### src/rtl/pic_pkg.sv
// Shared definitions for the nested interrupt controller: register map,
// control bit positions, handshake states and the priority rank helper.
package pic_pkg;

  localparam logic [2:0] ADDR_CTRL  = 3'd0;
  localparam logic [2:0] ADDR_IMR   = 3'd1;
  localparam logic [2:0] ADDR_VBASE = 3'd2;
  localparam logic [2:0] ADDR_ISR   = 3'd3;
  localparam logic [2:0] ADDR_LEVEL = 3'd4;
  localparam logic [2:0] ADDR_IRR   = 3'd5;

  localparam int CTRL_AEOI    = 0;
  localparam int CTRL_ROTATE  = 1;
  localparam int EOI_SPECIFIC = 7;

  typedef enum logic [1:0] {
    IDLE = 2'd0,
    PEND = 2'd1,
    VECT = 2'd2
  } state_e;

  // Distance of a line from the current highest-priority index; 0 wins.
  function automatic int prioRank(input int idx, input int base, input int n);
    return (idx >= base) ? (idx - base) : (idx + n - base);
  endfunction

endpackage

### src/rtl/pic_prio_resolver.sv
// Rotating-priority find-first: returns the first set request bit scanning
// cyclically upward from base_i.
module pic_prio_resolver #(
  parameter int N_IRQ = 8,
  parameter int IW    = 3
) (
  input  logic [N_IRQ-1:0] req_i,
  input  logic [IW-1:0]    base_i,
  output logic             found_o,
  output logic [IW-1:0]    idx_o
);

  // Scan from lowest priority to highest so the last hit is the winner.
  always_comb begin
    found_o = 1'b0;
    idx_o   = '0;
    for (int k = N_IRQ - 1; k >= 0; k--) begin
      int j;
      j = int'(base_i) + k;
      if (j >= N_IRQ) j = j - N_IRQ;
      if (req_i[j]) begin
        found_o = 1'b1;
        idx_o   = IW'(j);
      end
    end
  end

endmodule

### src/rtl/pic_nested_ctrl.sv
// Programmable interrupt controller: synchronized edge/level requests,
// masking, rotating fully-nested priority and a pulsed vector handshake.
module pic_nested_ctrl
  import pic_pkg::*;
#(
  parameter int N_IRQ = 8,
  parameter int VEC_W = 8
) (
  input  logic             clk,
  input  logic             rst,
  input  logic [N_IRQ-1:0] irq_i,
  input  logic             wr_en,
  input  logic             rd_en,
  input  logic [2:0]       addr,
  input  logic [31:0]      wdata,
  output logic [31:0]      rdata,
  output logic             int_o,
  input  logic             inta_i,
  output logic             vec_valid,
  output logic [VEC_W-1:0] vec_o
);

  localparam int IW = (N_IRQ > 1) ? $clog2(N_IRQ) : 1;

  logic [N_IRQ-1:0] sync1_q, sync2_q, sync3_q;
  logic [N_IRQ-1:0] irr_q, irr_d, isr_q, isr_d, imr_q, level_q;
  logic [1:0]       ctrl_q;
  logic [VEC_W-1:0] vbase_q, vec_q;
  logic [IW-1:0]    pri_q, pri_d, idx_q;
  logic [31:0]      rdata_q, rdNext;
  logic             int_q, vvalid_q, spur_q;
  state_e           state_q;

  logic             candFound, isrFound, qualify, ackReal, eoiValid;
  logic [IW-1:0]    candIdx, isrIdx, eoiIdx;
  logic [N_IRQ-1:0] ackSet, eoiClr, aeoiClr, edgeSet;
  logic             unusedWdata;

  assign unusedWdata = ^wdata;

  pic_prio_resolver #(.N_IRQ(N_IRQ), .IW(IW)) u_cand (
    .req_i(irr_q & ~imr_q), .base_i(pri_q), .found_o(candFound), .idx_o(candIdx)
  );

  pic_prio_resolver #(.N_IRQ(N_IRQ), .IW(IW)) u_isr (
    .req_i(isr_q), .base_i(pri_q), .found_o(isrFound), .idx_o(isrIdx)
  );

  assign qualify = candFound &&
                   (!isrFound || prioRank(int'(candIdx), int'(pri_q), N_IRQ) <
                                 prioRank(int'(isrIdx), int'(pri_q), N_IRQ));
  assign ackReal = (state_q == PEND) && inta_i && qualify;
  assign edgeSet = sync2_q & ~sync3_q & ~level_q;

  function automatic logic [IW-1:0] nextIdx(input logic [IW-1:0] i);
    return (int'(i) == N_IRQ - 1) ? '0 : IW'(int'(i) + 1);
  endfunction

  // EOI decode, ISR/IRR next state and priority rotation; a new edge and a
  // new in-service set each win over a same-cycle clear of the same bit.
  always_comb begin
    eoiValid = 1'b0;
    eoiIdx   = '0;
    eoiClr   = '0;
    ackSet   = '0;
    aeoiClr  = '0;
    if (wr_en && addr == ADDR_ISR && isr_q != '0) begin
      if (wdata[EOI_SPECIFIC]) begin
        if (int'(wdata[4:0]) < N_IRQ) begin
          eoiValid = 1'b1;
          eoiIdx   = IW'(wdata[4:0]);
        end
      end else if (isrFound) begin
        eoiValid = 1'b1;
        eoiIdx   = isrIdx;
      end
    end
    if (eoiValid) eoiClr[eoiIdx] = 1'b1;
    if (ackReal) ackSet[candIdx] = 1'b1;
    if (state_q == VECT && !spur_q && ctrl_q[CTRL_AEOI]) aeoiClr[idx_q] = 1'b1;
    irr_d = (level_q & sync2_q) | (~level_q & ((irr_q & ~ackSet) | edgeSet));
    isr_d = (isr_q & ~eoiClr & ~aeoiClr) | ackSet;
    pri_d = pri_q;
    if (ctrl_q[CTRL_ROTATE] && aeoiClr != '0) pri_d = nextIdx(idx_q);
    if (ctrl_q[CTRL_ROTATE] && eoiValid)      pri_d = nextIdx(eoiIdx);
  end

  always_comb begin
    rdNext = '0;
    case (addr)
      ADDR_CTRL:  rdNext[1:0]       = ctrl_q;
      ADDR_IMR:   rdNext[N_IRQ-1:0] = imr_q;
      ADDR_VBASE: rdNext[VEC_W-1:0] = vbase_q;
      ADDR_ISR:   rdNext[N_IRQ-1:0] = isr_q;
      ADDR_LEVEL: rdNext[N_IRQ-1:0] = level_q;
      ADDR_IRR:   rdNext[N_IRQ-1:0] = irr_q;
      default:    rdNext            = '0;
    endcase
  end

  always_ff @(posedge clk or posedge rst) begin
    if (rst) begin
      sync1_q <= '0;
      sync2_q <= '0;
      sync3_q <= '0;
      irr_q   <= '0;
      isr_q   <= '0;
      imr_q   <= '1;
      level_q <= '0;
      ctrl_q  <= '0;
      vbase_q <= '0;
      pri_q   <= '0;
      rdata_q <= '0;
    end else begin
      sync1_q <= irq_i;
      sync2_q <= sync1_q;
      sync3_q <= sync2_q;
      irr_q   <= irr_d;
      isr_q   <= isr_d;
      pri_q   <= pri_d;
      if (rd_en) rdata_q <= rdNext;
      if (wr_en) begin
        case (addr)
          ADDR_CTRL:  ctrl_q  <= wdata[1:0];
          ADDR_IMR:   imr_q   <= wdata[N_IRQ-1:0];
          ADDR_VBASE: vbase_q <= wdata[VEC_W-1:0];
          ADDR_LEVEL: level_q <= wdata[N_IRQ-1:0];
          default: ;
        endcase
      end
    end
  end

  // Handshake FSM; an acknowledge with nothing qualifying is spurious.
  always_ff @(posedge clk or posedge rst) begin
    if (rst) begin
      state_q  <= IDLE;
      int_q    <= 1'b0;
      vvalid_q <= 1'b0;
      vec_q    <= '0;
      idx_q    <= '0;
      spur_q   <= 1'b0;
    end else begin
      case (state_q)
        IDLE: begin
          vvalid_q <= 1'b0;
          if (inta_i) begin
            state_q  <= VECT;
            spur_q   <= 1'b1;
            idx_q    <= IW'(N_IRQ - 1);
            vec_q    <= vbase_q + VEC_W'(N_IRQ - 1);
            vvalid_q <= 1'b1;
            int_q    <= 1'b0;
          end else if (qualify) begin
            state_q <= PEND;
            int_q   <= 1'b1;
          end
        end
        PEND: begin
          vvalid_q <= 1'b0;
          if (inta_i) begin
            state_q  <= VECT;
            vvalid_q <= 1'b1;
            int_q    <= 1'b0;
            spur_q   <= !qualify;
            idx_q    <= qualify ? candIdx : IW'(N_IRQ - 1);
            vec_q    <= vbase_q + (qualify ? VEC_W'(candIdx) : VEC_W'(N_IRQ - 1));
          end else if (!qualify) begin
            state_q <= IDLE;
            int_q   <= 1'b0;
          end
        end
        VECT: begin
          vvalid_q <= 1'b0;
          state_q  <= IDLE;
        end
        default: begin
          state_q  <= IDLE;
          int_q    <= 1'b0;
          vvalid_q <= 1'b0;
        end
      endcase
    end
  end

  assign rdata     = rdata_q;
  assign int_o     = int_q;
  assign vec_valid = vvalid_q;
  assign vec_o     = vec_q;

endmodule

### config.mk
export PLATFORM = sky130hd
export DESIGN_NAME = pic_nested_ctrl
export DESIGN_NICKNAME = d
export VERILOG_FILES = /design/src/rtl/pic_pkg.sv /design/src/rtl/pic_prio_resolver.sv /design/src/rtl/pic_nested_ctrl.sv
export SDC_FILE = /design/constraint.sdc
export NUM_CORES = 1
export LEC_CHECK = 0
export ABC_CLOCK_PERIOD_IN_PS = 7300
export CAP_MARGIN = 20
export CORE_UTILIZATION = 30
export CTS_CLUSTER_SIZE = 24
export DETAILED_ROUTE_END_ITERATION = 8
export DONT_BUFFER_PORTS = 1
export GPL_ROUTABILITY_DRIVEN = 0
export GPL_TIMING_DRIVEN = 0
export PLACE_DENSITY = 0.45
export SYNTH_ARGS = -nofsm -noshare
export SYNTH_HDL_FRONTEND = slang
export SYNTH_SLANG_ARGS = --single-unit
### constraint.sdc
create_clock -name clk -period 7.3 [get_ports clk]
set_input_delay 0.365 -clock clk [delete_from_list [all_inputs] [get_ports clk]]
set_output_delay 0.365 -clock clk [all_outputs]
set_load 0.02 [all_outputs]
Word-level counts from Yosys, hierarchy flattened
Cells that the tools add are included.

Register bits: 93. Bits in writable memories: 0. Bits in latches: 0. Output and inout bits: 42. Memory bits (read-only): 0. Logic and storage cells: 265. Memories: 0. Input bits: 48.

Equal/unequal tests: 13. $add $sub $neg: 25. Multiplexer cells: 136. Bitwise gates (word level): 18. Order comparisons: 26. Div/mod/pow operators: 0. Reduce and logical (&&, ||, !) cells: 30. Multipliers: 0. Shift operators: 0.

Operators with widths (count): $mux 32 (10); $lt 32x5->1 const B (8); $ge 32x5->1 const B (7); $sub 32x5->32 const B (7); $mux 3 (28); $and 8x8->8 (8); $mux 1 (63); $bmux 1 s3 (16); $not 8->8 (6); $mux 8 (5); $lt 32x32->1 (1); $pmux 6 s5 (1); $or 8x8->8 (3); $add 3x3->4 const B (4); $pmux 8 s2 (1); $reduce_bool 8->1 (2); $logic_and 1x1->1 (12); $lt 3x4->1 const B (3); $pmux 2 s6 (1); $sub 5x3->6 (2); $add 3x4->5 const B (2); $reduce_and 2->1 (5); $demux 1 s3 (3); $eq 3x1->1 const B (3); 30 further kinds (47).

Longest topological paths before layout
Gate-level depths: netlist of the first run.

Depth after elaboration: 27. Depth in mapped cells: 31. Gate-level depth less buffers: 27.

By module
A second synthesis of the first run with hierarchy kept.

Cell total of the unflattened synthesis: 626. Area total of the unflattened synthesis: 6347.3 um^2.

Modules (own cells, without submodules): pic_nested_ctrl (area an instance 4783.3 um^2, instances 1, seq. area each 2337.2 um^2, cells each 446); pic_prio_resolver (area an instance 782.0 um^2, instances 2, seq. area each 0.0 um^2, cells each 90).

Worst setup path after synthesis of the first run
OpenSTA, ideal clock, no wires.

Kind: register to register. Start point: register pri_q[0]. End point: register vec_q[6] (netlist: vec_o[6]). Buffers on the path: 4. Period minus slack after synthesis: 6341 ps. Setup slack: 959 ps. Library setup time: 137 ps. Required time: 7163 ps. Data arrival time: 6204 ps. Stages on the path, launching flop included: 31. Cell sequence: dfrtp_1 -> buf_6 -> buf_4 -> inv_2 -> buf_2 -> ha_1 -> clkbuf_1 -> xor2_2 -> mux4_2 -> o32a_1 -> a21oi_1 -> o311ai_1 -> nand2_1 -> inv_1 -> fa_1 -> fa_1 -> a31oi_1 -> nor3_1 -> nand2b_1 -> ha_1 -> o21ai_0 -> a221o_1 -> nand2_1 -> nor2_1 -> nand3_1 -> ha_1 -> fa_1 -> a21o_1 -> nand4_1 -> xor2_1 -> a21oi_1.

Word-level cells in the longest chain between the ends: 24. Elaborated cells between the ends (all ways): 129. Those cells by class: add/sub: 22; order compare: 11; mux: 93; reduce/logical: 3.

RTL lines: start: declaration (line pic_nested_ctrl.sv:29) `logic [IW-1:0] pri_q, pri_d, idx_q;`; start signal: assignment (line pic_nested_ctrl.sv:120) `pri_q <= pri_d;`; $add 3x3->4 (line pic_prio_resolver.sv:19) `j = int'(base_i) + k;`; $sub 32x5->32 or $ge 32x5->1 (tied branches) (line pic_prio_resolver.sv:20) `if (j >= N_IRQ) j = j - N_IRQ;`; $mux 32 (line pic_prio_resolver.sv:20); $bmux 1 s3 (line pic_prio_resolver.sv:21) `if (req_i[j]) begin`; $mux 1 (implied by the code) (2 in series) (line pic_prio_resolver.sv:21); $mux 3 (8 in series) (line pic_prio_resolver.sv:21); $add 3x4->5 (line pic_pkg.sv:24) `return (idx >= base) ? (idx - base) : (idx + n - base);`; $sub 5x3->6 (line pic_pkg.sv:24); $mux 32 (line pic_pkg.sv:24); $lt 32x32->1 (line pic_nested_ctrl.sv:50) `(!isrFound || prioRank(int'(candIdx), int'(pri_q), N_IRQ) <`; $logic_or 1x1->1 (line pic_nested_ctrl.sv:50); $logic_and 1x1->1 (line pic_nested_ctrl.sv:49) `assign qualify = candFound &&`; $mux 3 (*) (line pic_nested_ctrl.sv:167) `vec_q <= vbase_q + (qualify ? VEC_W'(candIdx) : VEC_W'(N_IRQ - 1));`; $add 8x3->8 (*) (line pic_nested_ctrl.sv:167); $mux 8 (*) (line pic_nested_ctrl.sv:161) `if (inta_i) begin`; $pmux 8 s2 (*) (line pic_nested_ctrl.sv:144) `case (state_q)`; end signal: assignment (line pic_nested_ctrl.sv:151) `vec_q <= vbase_q + VEC_W'(N_IRQ - 1);`; end signal: assignment (line pic_nested_ctrl.sv:167); end: declaration (line pic_nested_ctrl.sv:28) `logic [VEC_W-1:0] vbase_q, vec_q;`.

Mark *: on every way between the ends. The rest lies on a longest branch, timed or not. The select of a mux whose other input is x is not followed. A chain may end at the register's enable or synchronous reset.

Final worst setup path of the first run
Ends and elaborated chain as after synthesis.

==> impl_metrics.json, run 1 <==
{
  "status": "complete, no violations",
  "tightest_slew_ns": 1.136,
  "maxCapViolCount": 0,
  "yosysSeqAreaShare": 0.3619,
  "synth_area_leaders": "dfrtp_1 (33%), mux4_2 (7.0%), mux2_2 (6.3%)",
  "p_sw_uw": 1885,
  "peakVddDrop_mv": 0.3079,
  "finalCritPeriodShare": 0.9420,
  "power_density_nw_per_um2": 534.4,
  "drc_errors": 0,
  "period_minus_slack_ns": 6.877,
  "cts_tree": "done",
  "dp.cells": 943,
  "clkSinkCount": 93,
  "pwr-share-seq": 0.204,
  "crit_path_max_fanout": 10,
  "grt_pass1_wl_mm": 29.39,
  "synth-edff-count": 0,
  "row_count": 53,
  "internal_power_uw": 2054,
  "avgViaCountPerCell": 5.415,
  "synth_top_area_frac": 0.3293,
  "synthArstFlopShare": 1.000,
  "reg2reg_slack_ns": 0.42,
  "synth_cell_type_count": 80,
  "layoutNonFillerInstCount": 966,
  "holdCritStartpoint": "irq_i[6]",
  "synth_commonest_cells": "dfrtp_1 (85), nand2_1 (43), inv_1 (36), mux2_2 (36), nor2_1 (36)",
  "share_comb_of_total_power": 0.665,
  "synth_top_cell_by_area": "dfrtp_1",
  "synth-seq-cells": 93,
  "critical_path.startpoint": "pri_q[0]",
  "drtPass1Iterations": 5,
  "leakage_uw": 0.003011,
  "start_util": 0.3063,
  "synth.most_common_cell": "dfrtp_1",
  "syn_to_final_growth_pct": 14.12,
  "slew_headroom": 0.2305,
  "slowest_delay_ns": 0.59,
  "grt_antenna_before_repair": 0,
  "wire_per_inst_microns": 19.43,
  "grt_start_max_net_pins": 74,
  "wl_mm": 18.77,
  "p_total_uw": 3939,
  "endpoint": "vec_o[6]",
  "end_kind": "flip-flop",
  "arrival_ns": 7.08,
  "critical_path_required_ns": 7.51,
  "max_freq_mhz": 145.4,
  "die_area_sq_um": 22120,
  "hpwl_mm": 14.45,
  "antenna_left": 0,
  "path_clk_slew_ns": 0.07,
  "htreeDepth": 3,
  "critPathKind": "reg2reg",
  "r2r_end": "vec_o[6]",
  "clockPowerShare": 0.131,
  "clk_latency_ns": 0.35,
  "holdWs_ns": 0.04174,
  "globalRouteOverflowTotal": 0,
  "finalSetupTns_ns": 0,
  "cp_common_cell": "fa_1",
  "core_sq_um": 21090,
  "antennaDiodeCount": 0,
  "cts_made_buffers": 9,
  "io_pins": 90,
  "finalHoldViolations": 0,
  "via_count": 5231,
  "ys.flop_type": "dfrtp_1",
  "drv_slew": 0,
  "grt_pass1_vias": 5170,
  "die_y_microns": 148.7,
  "clock_tree.root_cell": "clkbuf_16",
  "slowest_stage": "mux4_2",
  "ff2ff_path_depth": 29,
  "synth_area_per_cell_sq_um": 10.03,
  "start_kind": "flip-flop",
  "yosysWarnings": 0,
  "place_ws_ns": -0.3218,
  "synth_area_sq_um": 6459,
  "clockBufferDepth": 2,
  "finClkSkew_ns": 0.007790,
  "hold_path.class": "in2reg",
  "grt_use_total": 0.1745,
  "rr_startpoint": "pri_q[0]",
  "portBuffers": 0,
  "first_iter_violations": 384,
  "drive_gt1_frac": 0.2055,
  "switching_share": 0.4785,
  "setup_violations": 0,
  "worst_slack_ns": 0.4234,
  "synthCells": 644,
  "fin_nets": 758,
  "die_width_microns": 148.7
}
==> repair_timing <==
action                                  in CTS  in global routing
hold buffers                                 1                  0
setup buffers                                0                  8
pin swaps                                    0                  2
endpoints found under the setup margin       8                  7
endpoints found under the hold margin       20                  0
resized for setup                            2                  9
cloned                                       0                  0
==> layout make-up <==
| cell class | count | area (sq um) |
|---|---|---|
| well taps | 275 | 344.1 |
| repair buffers | 10 | 97.59 |
| clock buffers | 9 | 225.2 |
| flip-flops and latches | 93 | 2337 |
| multi-input cells | 482 | 3794 |
| clock inverters | 7 | 105.1 |
| inverters | 39 | 156.4 |
| fillers | 2160 | 13720 |
| plain buffers | 51 | 311.5 |
==> logic make-up after synthesis <==
kind of cell,after synthesis,synth area share
AO/OA/AOI/OAI,178,0.1893
XOR/XNOR,13,0.01995
adder cells (fa/ha/maj),25,0.05386
buffers and inverters,92,0.07109
flip-flops,93,0.3619
multiplexers,82,0.1742
other,1,0.0005806
AND/OR/NAND/NOR,160,0.1292
==> per-stage QoR <==
stage	util	instance area, sq um
detailed placement	0.3281	6919
floorplan	-	6545
finish	0.3495	7371
global placement	0.3267	6889
CTS	0.3445	7266
global route	0.3495	7371
==> worst min path at each step <==
stage                  to  cells after the start
6_report       sync1_q[6]                      0
5_1_grt        sync1_q[2]                      0
4_1_cts        sync1_q[2]                      0
3_5_place_dp     vec_o[4]                      1
3_3_place_gp   sync2_q[6]                      0
2_1_floorplan  sync2_q[0]                      0
==> cell usage in the layout (no fill, tap or decap), types with 7 or more instances in the layout <==
cell / n
dfrtp_1: 85
nand2_1: 43
mux2_2: 36
nor2_1: 35
o21ai_0: 35
inv_1: 34
buf_4: 33
a21oi_1: 31
mux2i_1: 24
conb_1: 24
mux4_2: 20
ha_1: 18
nor2b_1: 16
clkbuf_1: 16
a22oi_1: 16
a31oi_1: 12
nand2b_1: 11
o21a_1: 10
nor3_1: 9
clkbuf_16: 9
dfstp_2: 8
xnor2_1: 7
==> power by group through the flow <==
| stage | Clock (uW) | Sequential, uW | Combinational, uW |
|---|---|---|---|
| 2_1_floorplan | 0 | 752 | 1860 |
| 3_3_place_gp | 0 | 809 | 2380 |
| 3_5_place_dp | 0 | 811 | 2450 |
| 4_1_cts | 533 | 802 | 2470 |
| 5_1_grt | 545 | 821 | 2890 |
| 6_report | 517 | 803 | 2620 |
==> routing by layer <==
layer | GRT usage | vias to the layer above | part of all wire
met3 | 0.03712 | 33 | 0.065
met5 | 0 | - | 0
met1 | 0.2296 | 2553 | 0.44
met2 | 0.2752 | 205 | 0.46
met4 | 0.07629 | 0 | 0.029
li1 | - | 2440 | -
==> critical path, delay by kind of cell, from the launching register on <==
family          cells  cell delay, ns
compound gates      8            1.47
xor+xnor            2            0.41
fa+ha+maj           6            1.98
buf+inv             5            0.93
flops               1            0.44
mux                 1            0.59
simple gates        7            0.91
==> sequential cells by signal, indices dropped and copies added (netlist names) <==
| signal | cells |
|---|---|
| vec_valid | 1 |
| pri_q | 3 |
| int_o | 1 |
| sync2_q | 8 |
| idx_q | 3 |
| sync1_q | 8 |
| imr_q | 8 |
| ctrl_q | 2 |
| state_q | 2 |
| vec_o | 8 |
| isr_q | 8 |
| sync3_q | 8 |
| rdata | 8 |
| irr_q | 8 |
| level_q | 8 |
| vbase_q | 8 |
| spur_q | 1 |
(Power assumes the default switching activity.)
==> run 2, diff against run 1 <==
--- a/config.mk
+++ b/config.mk
@@ -16,4 +16,5 @@
 export PLACE_DENSITY = 0.45
 export SYNTH_ARGS = -nofsm -noshare
 export SYNTH_HDL_FRONTEND = slang
+export SYNTH_HIERARCHICAL = 1
 export SYNTH_SLANG_ARGS = --single-unit
==> impl_metrics.json, run 2 <==
{
  "row_count": 52,
  "drc_errors": 0,
  "drive_gt1_frac": 0.2051,
  "place_ws_ns": -0.1806,
  "antennaDiodeCount": 0,
  "yosysSeqAreaShare": 0.3682,
  "start_kind": "flip-flop",
  "reg2reg_slack_ns": 0.50,
  "syn_to_final_growth_pct": 12.24,
  "cts_tree": "done",
  "rsz0062_at_grt": "no",
  "synth_top_area_frac": 0.3351,
  "first_iter_violations": 280,
  "max_freq_mhz": 147.1,
  "dp.cells": 920,
  "ys.flop_type": "dfrtp_1",
  "drtPass1Iterations": 4,
  "portBuffers": 0,
  "worst_slack_ns": 0.5022,
  "slowest_stage": "ha_2",
  "clk_latency_ns": 0.35,
  "hold_path.class": "in2reg",
  "critPathKind": "reg2reg",
  "nFillCells": 2098,
  "die_width_microns": 147.5,
  "clock_tree.root_cell": "clkbuf_16",
  "critPathTopFamily": "adder cells",
  "synth.most_common_cell": "dfrtp_1",
  "synth_top_cell_by_area": "dfrtp_1",
  "grt_pass1_vias": 4845,
  "via_count": 4883,
  "synthArstFlopShare": 1.000,
  "grt_antenna_before_repair": 0,
  "holdWs_ns": 0.03603,
  "wl_mm": 16.73,
  "layoutNonFillerInstCount": 938,
  "drv_slew": 0,
  "slowest_delay_ns": 0.47,
  "holdCritStartpoint": "irq_i[1]",
  "yosysWarnings": 6,
  "grt_start_max_net_pins": 58,
  "hpwl_mm": 12.87,
  "synthCells": 626,
  "synth_cell_type_count": 66,
  "finalSetupTns_ns": 0,
  "tightest_slew_ns": 0.6433,
  "finalHoldViolations": 0,
  "crit_path_max_fanout": 10,
  "clkSinkCount": 93,
  "grt_use_total": 0.1601,
  "finalCritPeriodShare": 0.9312,
  "critical_path_required_ns": 7.52,
  "start_util": 0.3097,
  "cp_num_buf_inv": 4,
  "setup_violations": 0,
  "finClkSkew_ns": 0.01016,
  "path_clk_slew_ns": 0.07,
  "cts_made_buffers": 9,
  "slew_headroom": 0.5679,
  "status": "complete, no violations",
  "die_area_sq_um": 21740,
  "core_sq_um": 20490,
  "synth-seq-cells": 93,
  "period_minus_slack_ns": 6.798,
  "antenna_left": 0,
  "layout_common_cells": "dfrtp_1 (83), nand2_1 (52), mux2_2 (46)",
  "avgViaCountPerCell": 5.206,
  "synth_area_sq_um": 6347,
  "arrival_ns": 7.02,
  "htreeDepth": 3,
  "fin_nets": 737,
  "synth-edff-count": 0,
  "synth_commonest_cells": "dfrtp_1 (85), nand2_1 (52), mux2_2 (45)",
  "synth_area_leaders": "dfrtp_1 (34%), mux2_2 (8.0%), ha_1 (4.1%)",
  "layout_commonest_cell": "dfrtp_1",
  "wire_per_inst_microns": 17.83,
  "io_pins": 90,
  "grt_pass1_wl_mm": 27.03,
  "rr_startpoint": "pri_q[1]",
  "synth_area_per_cell_sq_um": 10.14,
  "maxCapViolCount": 0,
  "die_y_microns": 147.5,
  "critical_path.startpoint": "pri_q[1]",
  "end_kind": "flip-flop",
  "globalRouteOverflowTotal": 0,
  "clockBufferDepth": 2
}
==> run 2: changes by cell type after synthesis, sizes merged, moves of 5 or more <==
cell / change
nand2: +9
clkbuf: -7
o21a: -5
mux2: +12
a31oi: -7
mux2i: -15
nor3: +5
a22oi: -5
==> run 2: cells by family after synthesis <==
group / after synthesis / share of synthesized area
simple gates: 167 / 0.1335
compound gates: 157 / 0.1656
flops: 93 / 0.3682
buf+inv: 89 / 0.07491
mux: 79 / 0.1808
fa+ha+maj: 26 / 0.05717
xor+xnor: 14 / 0.01932
other cells: 1 / 0.0005908
==> run 2: stage by stage <==
stage	utilization	cell area (sq um)
floorplan	-	6434
global placement	0.3304	6771
detailed placement	0.3319	6802
CTS	0.3469	7109
global route	0.3476	7124
finish	0.3476	7124
==> run 2: worst register-to-register path, delay by kind of cell (launching register included) <==
kind	cells	cell delay [ns]
fa+ha+maj	7	2.30
compound gates	6	0.83
simple gates	7	1.33
buf+inv	4	0.61
xor+xnor	1	0.16
mux	3	1.01
flops	1	0.45
==> run 2: final cells by class <==
| class | instances | area (sq um) | area share |
|---|---|---|---|
| Inverter | 40 | 152.6 | 0.02143 |
| Sequential cell | 93 | 2340 | 0.3284 |
| Clock buffer | 11 | 232.7 | 0.03267 |
| Tap cell | 270 | 337.8 | 0.04742 |
| Timing Repair Buffer | 5 | 60.06 | 0.008430 |
| Clock inverter | 5 | 61.31 | 0.008606 |
| Buffer | 47 | 317.8 | 0.04461 |
| Multi-Input combinational cell | 467 | 3622 | 0.5084 |
==> run 2: per-layer routing <==
layer  vias to the layer above  GRT usage  wire, microns
li1                       2316          -              -
met1                      2406     0.2234           7884
met2                       138     0.2524           7726
met3                        23    0.02963            785
met4                         0    0.04691            329
met5                         -          0              0
==> run 2: final timing paths <==
path                              end  depth (start not counted)
max                          vec_o[6]                         28
min                        sync1_q[1]                          0
max reg2reg                  vec_o[6]                         28
min reg2reg                sync2_q[6]                          0
max in group asynchronous    imr_q[7]                          3
min in group asynchronous  vbase_q[5]                          2
==> run 2: what timing repair did <==
action | CTS | global route
setup endpoints to repair | 5 | 7
buffers inserted | 0 | 3
pin swaps | 0 | 2
gates resized for setup | 2 | 4
hold endpoints to repair | 32 | 0
hold buffers | 1 | 0
Power of run 2 is left out: the tool's default activity adds up to more than one toggle a clock period on the data nets, which glitch-free logic cannot reach.
